`src/rtl/boson_pkg.sv`:
```
// boson_pkg
//   Shared constants and state encodings for the Boson frame writer.
//   Frame geometry of the Boson core (320x256, 16-bit pixels) sets the default
//   frame length in dwords; two pixels are packed per dword.
package boson_pkg;

   localparam int BOSON_LINE_PX    = 320;
   localparam int BOSON_FRAME_ROWS = 256;
   localparam int PX_PER_DWORD     = 2;

   localparam int FRAME_DWORDS_DEF = BOSON_LINE_PX * BOSON_FRAME_ROWS / PX_PER_DWORD;
   localparam int BURST_DWORDS_DEF = 8;
   localparam int POP_GAP_DEF      = 2;

   // issue/frame FSM in the top
   typedef enum logic [1:0] {
      WR_IDLE,
      WR_RUN,
      WR_DONE
   } wr_state_e;

   // pixel pairing FSM in the packer
   typedef enum logic [2:0] {
      PK_IDLE,
      PK_LO,
      PK_GAP_LO,
      PK_HI,
      PK_GAP_HI,
      PK_FULL
   } pk_state_e;

endpackage

```
`src/rtl/boson_frame_writer_pixel_packer.sv`:
```
// boson_frame_writer_pixel_packer
//   Pops two pixels from the capture FIFO and assembles them into one dword
//   {second, first}. After each pop the FIFO head is not trusted for POP_GAP
//   idle cycles (FIFO read latency), timed by a down-counter.
// Ports
//   clk, resetn      clock, async active-low reset
//   pack_go          start packing a pair (from IDLE, or together with pair_take)
//   pair_take        current pair consumed by the issue logic
//   pix_d, pix_rdy   FIFO head pixel / FIFO non-empty
//   pix_next         registered 1-cycle pop strobe
//   pair_valid       a complete pair is held in pair_data
//   pair_data        {second pixel, first pixel}
//
// state     | meaning
// PK_IDLE   | nothing to do
// PK_LO     | waiting for pix_rdy to take the first pixel
// PK_GAP_LO | FIFO settling after the first pop
// PK_HI     | waiting for pix_rdy to take the second pixel
// PK_GAP_HI | FIFO settling after the second pop
// PK_FULL   | pair complete, waiting for the issue logic to consume it
module boson_frame_writer_pixel_packer
   import boson_pkg::*;
#(
   parameter int POP_GAP = POP_GAP_DEF
) (
   input  logic        clk,
   input  logic        resetn,
   input  logic        pack_go,
   input  logic        pair_take,
   input  logic [15:0] pix_d,
   input  logic        pix_rdy,
   output logic        pix_next,
   output logic        pair_valid,
   output logic [31:0] pair_data
);

   localparam int               GAP_W    = (POP_GAP < 1) ? 1 : $clog2(POP_GAP + 1);
   localparam logic [GAP_W-1:0] GAP_LOAD = GAP_W'(POP_GAP);

   pk_state_e        state_q, state_d;
   logic [GAP_W-1:0] gap_cnt_q, gap_cnt_d;
   logic [31:0]      data_q, data_d;
   logic             pix_next_q, pix_next_d;

   always_comb begin
      state_d    = state_q;
      gap_cnt_d  = gap_cnt_q;
      data_d     = data_q;
      pix_next_d = 1'b0;
      case (state_q)
         PK_IDLE: begin
            if (pack_go) state_d = PK_LO;
         end
         PK_LO: begin
            if (pix_rdy) begin
               data_d[15:0] = pix_d;
               pix_next_d   = 1'b1;
               gap_cnt_d    = GAP_LOAD;
               state_d      = PK_GAP_LO;
            end
         end
         PK_GAP_LO: begin
            // the pop strobe cycle itself is spent here, then POP_GAP more
            if (gap_cnt_q == '0) state_d = PK_HI;
            else                 gap_cnt_d = gap_cnt_q - GAP_W'(1);
         end
         PK_HI: begin
            if (pix_rdy) begin
               data_d[31:16] = pix_d;
               pix_next_d    = 1'b1;
               gap_cnt_d     = GAP_LOAD;
               state_d       = PK_GAP_HI;
            end
         end
         PK_GAP_HI: begin
            if (gap_cnt_q == '0) state_d = PK_FULL;
            else                 gap_cnt_d = gap_cnt_q - GAP_W'(1);
         end
         PK_FULL: begin
            if (pair_take) state_d = pack_go ? PK_LO : PK_IDLE;
         end
         default: state_d = PK_IDLE;
      endcase
   end

   always_ff @(posedge clk or negedge resetn) begin
      if (!resetn) begin
         state_q    <= PK_IDLE;
         gap_cnt_q  <= '0;
         data_q     <= '0;
         pix_next_q <= 1'b0;
      end else begin
         state_q    <= state_d;
         gap_cnt_q  <= gap_cnt_d;
         data_q     <= data_d;
         pix_next_q <= pix_next_d;
      end
   end

   assign pix_next   = pix_next_q;
   assign pair_valid = (state_q == PK_FULL);
   assign pair_data  = data_q;

endmodule

```
`src/rtl/boson_frame_writer.sv`:
```
// boson_frame_writer
//   Drains Boson pixels from the capture FIFO, packs pixel pairs into dwords
//   and streams them to hyper_xface as burst writes. The first dword of a
//   burst goes out when the xface is idle; further dwords follow on
//   hram_burst_wr_rdy. If the xface closes a burst early, the pending dword
//   is reissued as the first word of a new burst.
// Ports
//   clk, resetn               clock, async active-low reset
//   start, base_addr          frame start pulse / first dword address
//   pix_d, pix_rdy, pix_next  capture FIFO head, non-empty, pop strobe
//   hram_busy                 xface busy
//   hram_burst_wr_rdy         xface ready for the next burst dword
//   hram_wr_req               1-cycle write strobe
//   hram_addr, hram_wr_d      dword address / data of the current write
//   active, done              frame in progress / 1-cycle completion pulse
//   dword_count               dwords issued this frame (saturating)
// Build option
//   BOSON_WRITER_TESTPAT_EN adds input test_pattern; when high the written
//   data is the dword address while the FIFO is still drained normally.
//
// state   | meaning
// WR_IDLE | waiting for start
// WR_RUN  | packer filling a pair; issue when the pair is complete
// WR_DONE | last dword issued, completion pulse follows
module boson_frame_writer
   import boson_pkg::*;
#(
   parameter int BURST_DWORDS = BURST_DWORDS_DEF,
   parameter int FRAME_DWORDS = FRAME_DWORDS_DEF,
   parameter int POP_GAP      = POP_GAP_DEF
) (
   input  logic        clk,
   input  logic        resetn,
   input  logic        start,
   input  logic [31:0] base_addr,
   input  logic [15:0] pix_d,
   input  logic        pix_rdy,
   output logic        pix_next,
   input  logic        hram_busy,
   input  logic        hram_burst_wr_rdy,
   output logic        hram_wr_req,
   output logic [31:0] hram_addr,
   output logic [31:0] hram_wr_d,
   output logic        active,
   output logic        done,
   output logic [15:0] dword_count
`ifdef BOSON_WRITER_TESTPAT_EN
   ,
   input  logic        test_pattern
`endif
);

   localparam logic [5:0]  BURST_LAST = 6'(BURST_DWORDS - 1);
   localparam logic [16:0] FRAME_END  = 17'(FRAME_DWORDS);

   wr_state_e   state_q, state_d;
   logic [31:0] addr_q, addr_d;
   logic [15:0] count_q, count_d;
   logic [5:0]  burst_idx_q, burst_idx_d;
   logic        wr_req_q, wr_req_d;
   logic        done_q, done_d;
   logic        active_q, active_d;

   logic        pack_go;
   logic        pair_take;
   logic        pair_valid;
   logic [31:0] pair_data;
   logic        first_word;
   logic        issue;
   logic        burst_closed;
   logic        last_dword;

   boson_frame_writer_pixel_packer #(
      .POP_GAP (POP_GAP)
   ) u_packer (
      .clk        (clk),
      .resetn     (resetn),
      .pack_go    (pack_go),
      .pair_take  (pair_take),
      .pix_d      (pix_d),
      .pix_rdy    (pix_rdy),
      .pix_next   (pix_next),
      .pair_valid (pair_valid),
      .pair_data  (pair_data)
   );

   assign first_word   = (burst_idx_q == '0);
   assign issue        = (state_q == WR_RUN) && pair_valid &&
                         (first_word ? !hram_busy : (hram_busy && hram_burst_wr_rdy));
   // xface dropped busy in the middle of our burst: restart as a fresh burst
   assign burst_closed = (state_q == WR_RUN) && pair_valid && !first_word && !hram_busy;
   assign last_dword   = (({1'b0, count_q} + 17'd1) == FRAME_END);

   always_comb begin
      state_d     = state_q;
      addr_d      = addr_q;
      count_d     = count_q;
      burst_idx_d = burst_idx_q;
      wr_req_d    = 1'b0;
      done_d      = 1'b0;
      active_d    = active_q;
      pack_go     = 1'b0;
      pair_take   = 1'b0;

      // address advances after the strobe cycle so it is stable while wr_req is high
      if (wr_req_q) addr_d = addr_q + 32'd1;

      case (state_q)
         WR_IDLE: begin
            if (start) begin
               state_d     = WR_RUN;
               addr_d      = base_addr;
               count_d     = '0;
               burst_idx_d = '0;
               active_d    = 1'b1;
               pack_go     = 1'b1;
            end
         end
         WR_RUN: begin
            if (issue) begin
               wr_req_d    = 1'b1;
               pair_take   = 1'b1;
               count_d     = (count_q == 16'hFFFF) ? count_q : count_q + 16'd1;
               burst_idx_d = (burst_idx_q == BURST_LAST) ? 6'd0 : burst_idx_q + 6'd1;
               if (last_dword) state_d = WR_DONE;
               else            pack_go = 1'b1;
            end else if (burst_closed) begin
               burst_idx_d = '0;
            end
         end
         WR_DONE: begin
            state_d  = WR_IDLE;
            done_d   = 1'b1;
            active_d = 1'b0;
         end
         default: state_d = WR_IDLE;
      endcase
   end

   always_ff @(posedge clk or negedge resetn) begin
      if (!resetn) begin
         state_q     <= WR_IDLE;
         addr_q      <= '0;
         count_q     <= '0;
         burst_idx_q <= '0;
         wr_req_q    <= 1'b0;
         done_q      <= 1'b0;
         active_q    <= 1'b0;
      end else begin
         state_q     <= state_d;
         addr_q      <= addr_d;
         count_q     <= count_d;
         burst_idx_q <= burst_idx_d;
         wr_req_q    <= wr_req_d;
         done_q      <= done_d;
         active_q    <= active_d;
      end
   end

   assign hram_wr_req = wr_req_q;
   assign hram_addr   = addr_q;
   assign active      = active_q;
   assign done        = done_q;
   assign dword_count = count_q;

`ifdef BOSON_WRITER_TESTPAT_EN
   assign hram_wr_d = test_pattern ? addr_q : pair_data;
`else
   assign hram_wr_d = pair_data;
`endif

endmodule

```
`config.mk`:
```
export PLATFORM = sky130hd
export DESIGN_NAME = boson_frame_writer
export DESIGN_NICKNAME = d
export VERILOG_FILES = /design/src/rtl/boson_pkg.sv /design/src/rtl/boson_frame_writer_pixel_packer.sv /design/src/rtl/boson_frame_writer.sv
export SDC_FILE = /design/constraint.sdc
export NUM_CORES = 1
export LEC_CHECK = 0
export ABC_CLOCK_PERIOD_IN_PS = 2570
export CAP_MARGIN = 5
export CORE_AREA = 2 2 125 127
export CTS_CLUSTER_SIZE = 30
export DETAILED_ROUTE_END_ITERATION = 7
export DIE_AREA = 0 0 127 129
export GPL_TIMING_DRIVEN = 0
export SLEW_MARGIN = 20
export SYNTH_ARGS = -nofsm -noshare
export SYNTH_HDL_FRONTEND = slang
export SYNTH_HIERARCHICAL = 1
export SYNTH_SLANG_ARGS = --single-unit
```
`constraint.sdc`:
```
create_clock -name clk -period 2.57 [get_ports clk]
set_input_delay 0.257 -clock clk [delete_from_list [all_inputs] [get_ports clk]]
set_output_delay 0.257 -clock clk [all_outputs]
set_load 0.05 [all_outputs]
```
# Word level (Yosys, flattened, before mapping)
# Cells that the tools add are included.
[totals]
input_bits = 54
output_inout_bits = 84
ff_bits = 97
wordCells = 103
[op_classes]
muxes = 39
n_addsub = 5
reduce_logical = 24
n_eq_ne = 23
[ops]
columns = ["cell", "count"]
rows = [
  ["32-bit two-way mux", 3],
  ["16-bit two-way mux", 3],
  ["32-bit by 1-bit adder with 32-bit output, second input constant", 1],
  ["16-bit one-hot mux with 2 select lines", 1],
  ["6-bit two-way mux", 4],
  ["3-bit two-way mux", 6],
  ["3-bit one-hot mux with 6 select lines", 1],
  ["16-bit by 1-bit adder with 17-bit output, second input constant", 1],
  ["17-bit by 16-bit == test with 1-bit output, second input constant", 1],
  ["16-bit by 1-bit adder with 16-bit output, second input constant", 1],
  ["16-bit == test, second input constant", 1],
  ["2-bit != test, second input constant", 8],
  ["6-bit one-hot mux with 2 select lines", 1],
  ["1-bit two-way mux", 11],
  ["2-bit two-way mux", 5],
  ["3-bit AND reduction", 3],
  ["2-bit by 1-bit != test with 1-bit output, second input constant", 4],
  ["2-bit one-hot mux with 2 select lines", 2],
  ["6-bit by 1-bit adder with 6-bit output, second input constant", 1],
  ["3-bit by 2-bit == test with 1-bit output, second input constant", 2],
  ["3-bit == test, second input constant", 2],
  ["6-bit by 3-bit == test with 1-bit output, second input constant", 1],
  ["6-bit logical NOT", 1],
  ["2-bit AND reduction", 3],
  ["other kinds (14)", 24],
]

# Longest topological paths before layout
[logic_depth]
depth_word = 8
ltp_mapped = 11
mapped_depth_nobuf = 10

# Modules after synthesis
# The synthesis kept the hierarchy.
[modules_own_cells]
columns = ["module", "cells_each", "instances", "seq_area_each_um2", "area_each_um2"]
rows = [
  ["boson_frame_writer", 392, 1, 1476.4, 3430.8],
  ["boson_frame_writer_pixel_packer", 104, 1, 950.9, 1614.0],
]

# Least setup slack after synthesis
# OpenSTA, ideal clock, no wires.
[synth_timing]
path_kind = "register to register"
from = "reg count_q[0], in the netlist dword_count[0]"
to = "reg u_packer.state_q[0]"
setup_slack_ps = -353
required_ps = 2430
path_stages_with_launch = 12
arrival_time_ps = 2783
cell_sequence = "dfrtp_1 ha_1 and3_1 clkbuf_1 and4_1 xor2_1 a211oi_1 and3_1 o21ai_0 inv_1 o21ai_0 mux4_1"
[synth_between]
elab_chain_cells = 8
[synth_rtl]
columns = ["element", "line", "text"]
rows = [
  ["start: declaration", "boson_frame_writer.sv:58", "logic [15:0] count_q, count_d;"],
  ["start signal: assignment", "boson_frame_writer.sv:152", "count_q <= count_d;"],
  ["16-bit by 1-bit adder with 17-bit output (*)", "boson_frame_writer.sv:92", "assign last_dword = (({1'b0, count_q} + 17'd1) == FRAME_END);"],
  ["17-bit by 16-bit == test with 1-bit output (*)", "boson_frame_writer.sv:92", ""],
  ["1-bit two-way mux (*)", "boson_frame_writer.sv:125", "if (last_dword) state_d = WR_DONE;"],
  ["1-bit two-way mux (*)", "boson_frame_writer.sv:120", "if (issue) begin"],
  ["1-bit one-hot mux with 2 select lines (*)", "boson_frame_writer.sv:108", "case (state_q)"],
  ["via pack_go", "boson_frame_writer.sv:64", "logic pack_go;"],
  ["1-bit two-way mux", "boson_frame_writer_pixel_packer.sv:80", "if (pair_take) state_d = pack_go ? PK_LO : PK_IDLE;"],
  ["3-bit two-way mux", "boson_frame_writer_pixel_packer.sv:80", ""],
  ["3-bit one-hot mux with 6 select lines", "boson_frame_writer_pixel_packer.sv:50", "case (state_q)"],
  ["end signal: assignment", "boson_frame_writer_pixel_packer.sv:93", "state_q <= state_d;"],
  ["end: declaration", "boson_frame_writer_pixel_packer.sv:40", "pk_state_e state_q, state_d;"],
]
# The timed path passes the listed nets; every way through them passes the cells marked *. The select of a mux whose other input is x is not followed.
# A chain may end at the register's enable or synchronous reset.

# Final worst setup path
# Same ends and word-level chain as after synthesis.

==> impl_metrics.yaml <==
routing:
  drt-pass1-iter-count: 4
  wl_per_cell_um: 15.9
  drc: 0
  antenna_left: 0
  via_per_inst: 5.15
  routed_wl_mm: 13.7
  drtIter0Drc: 179
  via_count: 4422
placement:
  dp_hpwl_mm: 9.60
  placed_area_um2: 6720
  dp.cells: 822
  place_congestion: 0.871
  portBuffers: 137
  pre_cts_slack_ns: -0.179
cells_and_area:
  design_area_um2: 7280
  ff_latch_area_um2: 2440
  mostFrequentLayoutCells: "clkdlybuf4s50_1 (136), dfrtp_1 (88), nand2_1 (63), o21ai_0 (43)"
  syn2layout_area_growth_pct: 44.3
  drive_gt1_share_pct: 18.5
  nets: 726
  utilization_pct: 48.6
  antenna_cells: 0
  multi_input_area_um2: 2540
  final_common_cell: "clkdlybuf4s50_1"
  final_cells: 858
  fillCellCount: 1361
setup_path:
  required_ns: 2.78
  worstPathCellList: "buf_6 > and3_4 > a311oi_2 > a31oi_2 > nor4_4 > and3_4 > o21ai_2 > inv_2 > o21ai_1 > mux4_2"
  critPathKind: "flop to flop"
  worst_path_most_repeated_cell: "and3_4"
  slowest_stage: "dfrtp_4"
  endpoint_kind: "flop"
  arrival_ns: 2.78
  path_max_fanout: 6
  startpoint_type: "flop"
  max_stage_delay_ns: 0.52
  reg2reg_depth: 10
sta:
  setup_viol: 0
  period_minus_slack_ns: 2.57
  drv_slew: 0
  fin_crit_sh_pct: 99.9
  worst_pin_slew_ns: 0.723
  fmax_mhz: 390
  hold_ws_ns: 0.407
  hold_violations: 0
  relSlewSlack_pct: 51.6
  fin_ws_ns: 0.00318
  tns_ns: 0
  clock_skew_ns: 0.0120
  rsz0062_at_grt: "yes"
logic_synthesis:
  post-synth-top-area-fraction_pct: 48.1
  synth-seq-cells: 97
  synth.area.top_cells: "dfrtp_1 (48%), nand2_1 (4.7%), xor2_1 (4.7%)"
  synthFlopType: "dfrtp_1"
  synthCells: 496
  yosysSeqAreaShare_pct: 48.1
  synth_cell_types: 62
  syn-num-nets: 556
  ys_warn_count: 6
  synth_area_per_cell_um2: 10.2
  netlist_area_um2: 5040
  ys_async_sr_fraction_pct: 100
  synth_edf_count: 0
  yosysTopAreaCell: "dfrtp_1"
global_routing:
  first_global_vias: 4288
  track_usage_pct: 16.6
  gr-total-overflow: 0
  antenna_found_initial: 0
  grt_pass1_wl_mm: 21.7
  grt_max_degree: 56
clocking:
  path_clk_slew_ns: 0.07
  clockRootBuffer: "clkbuf_16"
  cts_tree: "built"
  cts_made_buffers: 9
  cts_num_sinks: 97
  clock_path_buffers: 2
  clk_latency_ns: 0.35
  h-tree-depth: 3
pwr:
  power_frac_seq_pct: 33.7
  combPwrFrac_pct: 46.2
  power_mw: 6.61
  sw_frac_of_total_pct: 41.4
  p_switching_mw: 2.74
  ir_drop_uv: 574
  p_clk_share_pct: 20.1
  p_int_mw: 3.87
  power_leakage_nw: 2.94
  p_per_area_nw_per_um2: 907
floorplan:
  die_width_um: 127
  dieArea_um2: 16400
  die_y_um: 129
  initial_core_util_pct: 33.7
  top_level_ports: 138
  coreArea_um2: 15000
  rows: 45
job:
  drv_cap: 0
hold_path:
  hp-class: "input pin to async pin"
run_status:
  outcome: "finished, final reports clean"
## power by group through the flow
stage	Combinational, mW	Clock (mW)	Sequential (mW)
6_report	3.05	1.33	2.23
5_1_grt	3.22	1.44	2.28
4_1_cts	3.06	1.37	2.23
3_5_place_dp	3.02	0	2.25
3_3_place_gp	2.97	0	2.24
2_1_floorplan	0.795	0	3.42
## synth_stat cells, types with 2 or more instances
library cell	instances
a31oi_1	4
nor2b_1	3
o31ai_1	5
ha_1	6
inv_1	9
mux2_4	10
nor4_1	5
and2_1	2
xor2_1	27
o21ai_1	19
mux2_1	8
and3_1	12
and4_1	5
nand3_2	2
xnor2_1	13
a211oi_1	2
nor2_1	29
nand2_1	63
or3_1	3
nand2b_1	2
buf_6	5
mux2_2	16
nand4_1	17
nor3_1	6
o21ai_0	45
a21oi_1	8
mux2i_1	3
a311oi_1	2
nand3_1	17
buf_2	8
dfrtp_1	97
a22o_1	2
clkbuf_1	12
## state kept, by name (all words and copies together), names as in the netlist, 2 cells and up
| name | cells |
|---|---|
| state_q | 2 |
| u_packer/gap_cnt_q | 2 |
| burst_idx_q | 6 |
| u_packer/pair_data | 32 |
| u_packer/state_q | 3 |
| hram_addr | 32 |
| dword_count | 16 |
## routing by layer
metal | vias up | global-route usage (%) | routed length, um
li1 | 2086 | - | -
met1 | 2151 | 21.9 | 6100
met2 | 163 | 27.4 | 6520
met3 | 22 | 2.70 | 747
met4 | 0 | 6.46 | 286
met5 | - | 0 | 0
## area by class of cell
| cell class | instances | share of cell area [%] |
|---|---|---|
| multi-input cells | 363 | 34.9 |
| flip-flops and latches | 97 | 33.5 |
| repair buffers | 164 | 22.0 |
| well taps | 188 | 3.23 |
| clock buffers | 10 | 3.14 |
| plain buffers | 21 | 1.82 |
| clock inverters | 5 | 0.773 |
| inverters | 10 | 0.584 |
## worst paths after layout
kind / start / to / slack, ns
min in group clk: base_addr[21] / hram_addr[21]$_DFF_PN0_ / 0.46
worst max-delay path: dword_count[0]$_DFFE_PN0P_ / u_packer/state_q[0]$_DFFE_PN0P_ / 0.003
worst min-delay path: resetn / hram_addr[23]$_DFF_PN0_ / 0.41
max in group asynchronous: resetn / dword_count[0]$_DFFE_PN0P_ / 1.52
worst max register to register: dword_count[0]$_DFFE_PN0P_ / u_packer/state_q[0]$_DFFE_PN0P_ / 0.003
worst min register to register: u_packer/pair_data[0]$_DFFE_PN0P_ / u_packer/pair_data[0]$_DFFE_PN0P_ / 0.49
## cell families (layout without fill, tap and decap cells)
logic type               count (synthesis)  after routing  share of synthesized area (%)
AND/OR/NAND/NOR                        182            182                           19.0
AO/OA/AOI/OAI                           97             97                           11.2
flip-flops                              97             97                           48.1
XOR/XNOR                                40             40                           6.94
multiplexers                            38             38                           9.45
buffers and inverters                   36            210                           3.79
adder cells (fa/ha/maj)                  6              6                           1.49
## repair_timing
action,CTS,global route
setup endpoints to repair,1,1
hold endpoints to repair,42,0
resized for setup,13,17
hold buffers,1,0
setup buffers,7,18
pin swaps,6,7
## critical path: cells and delay by family, from the launching register on
family / cells / cell delay [ns]
simple gates: 3 / 0.73
mux: 1 / 0.45
buf+inv: 2 / 0.21
flops: 1 / 0.52
compound gates: 4 / 0.53
Power figures use the tool's default switching activity.
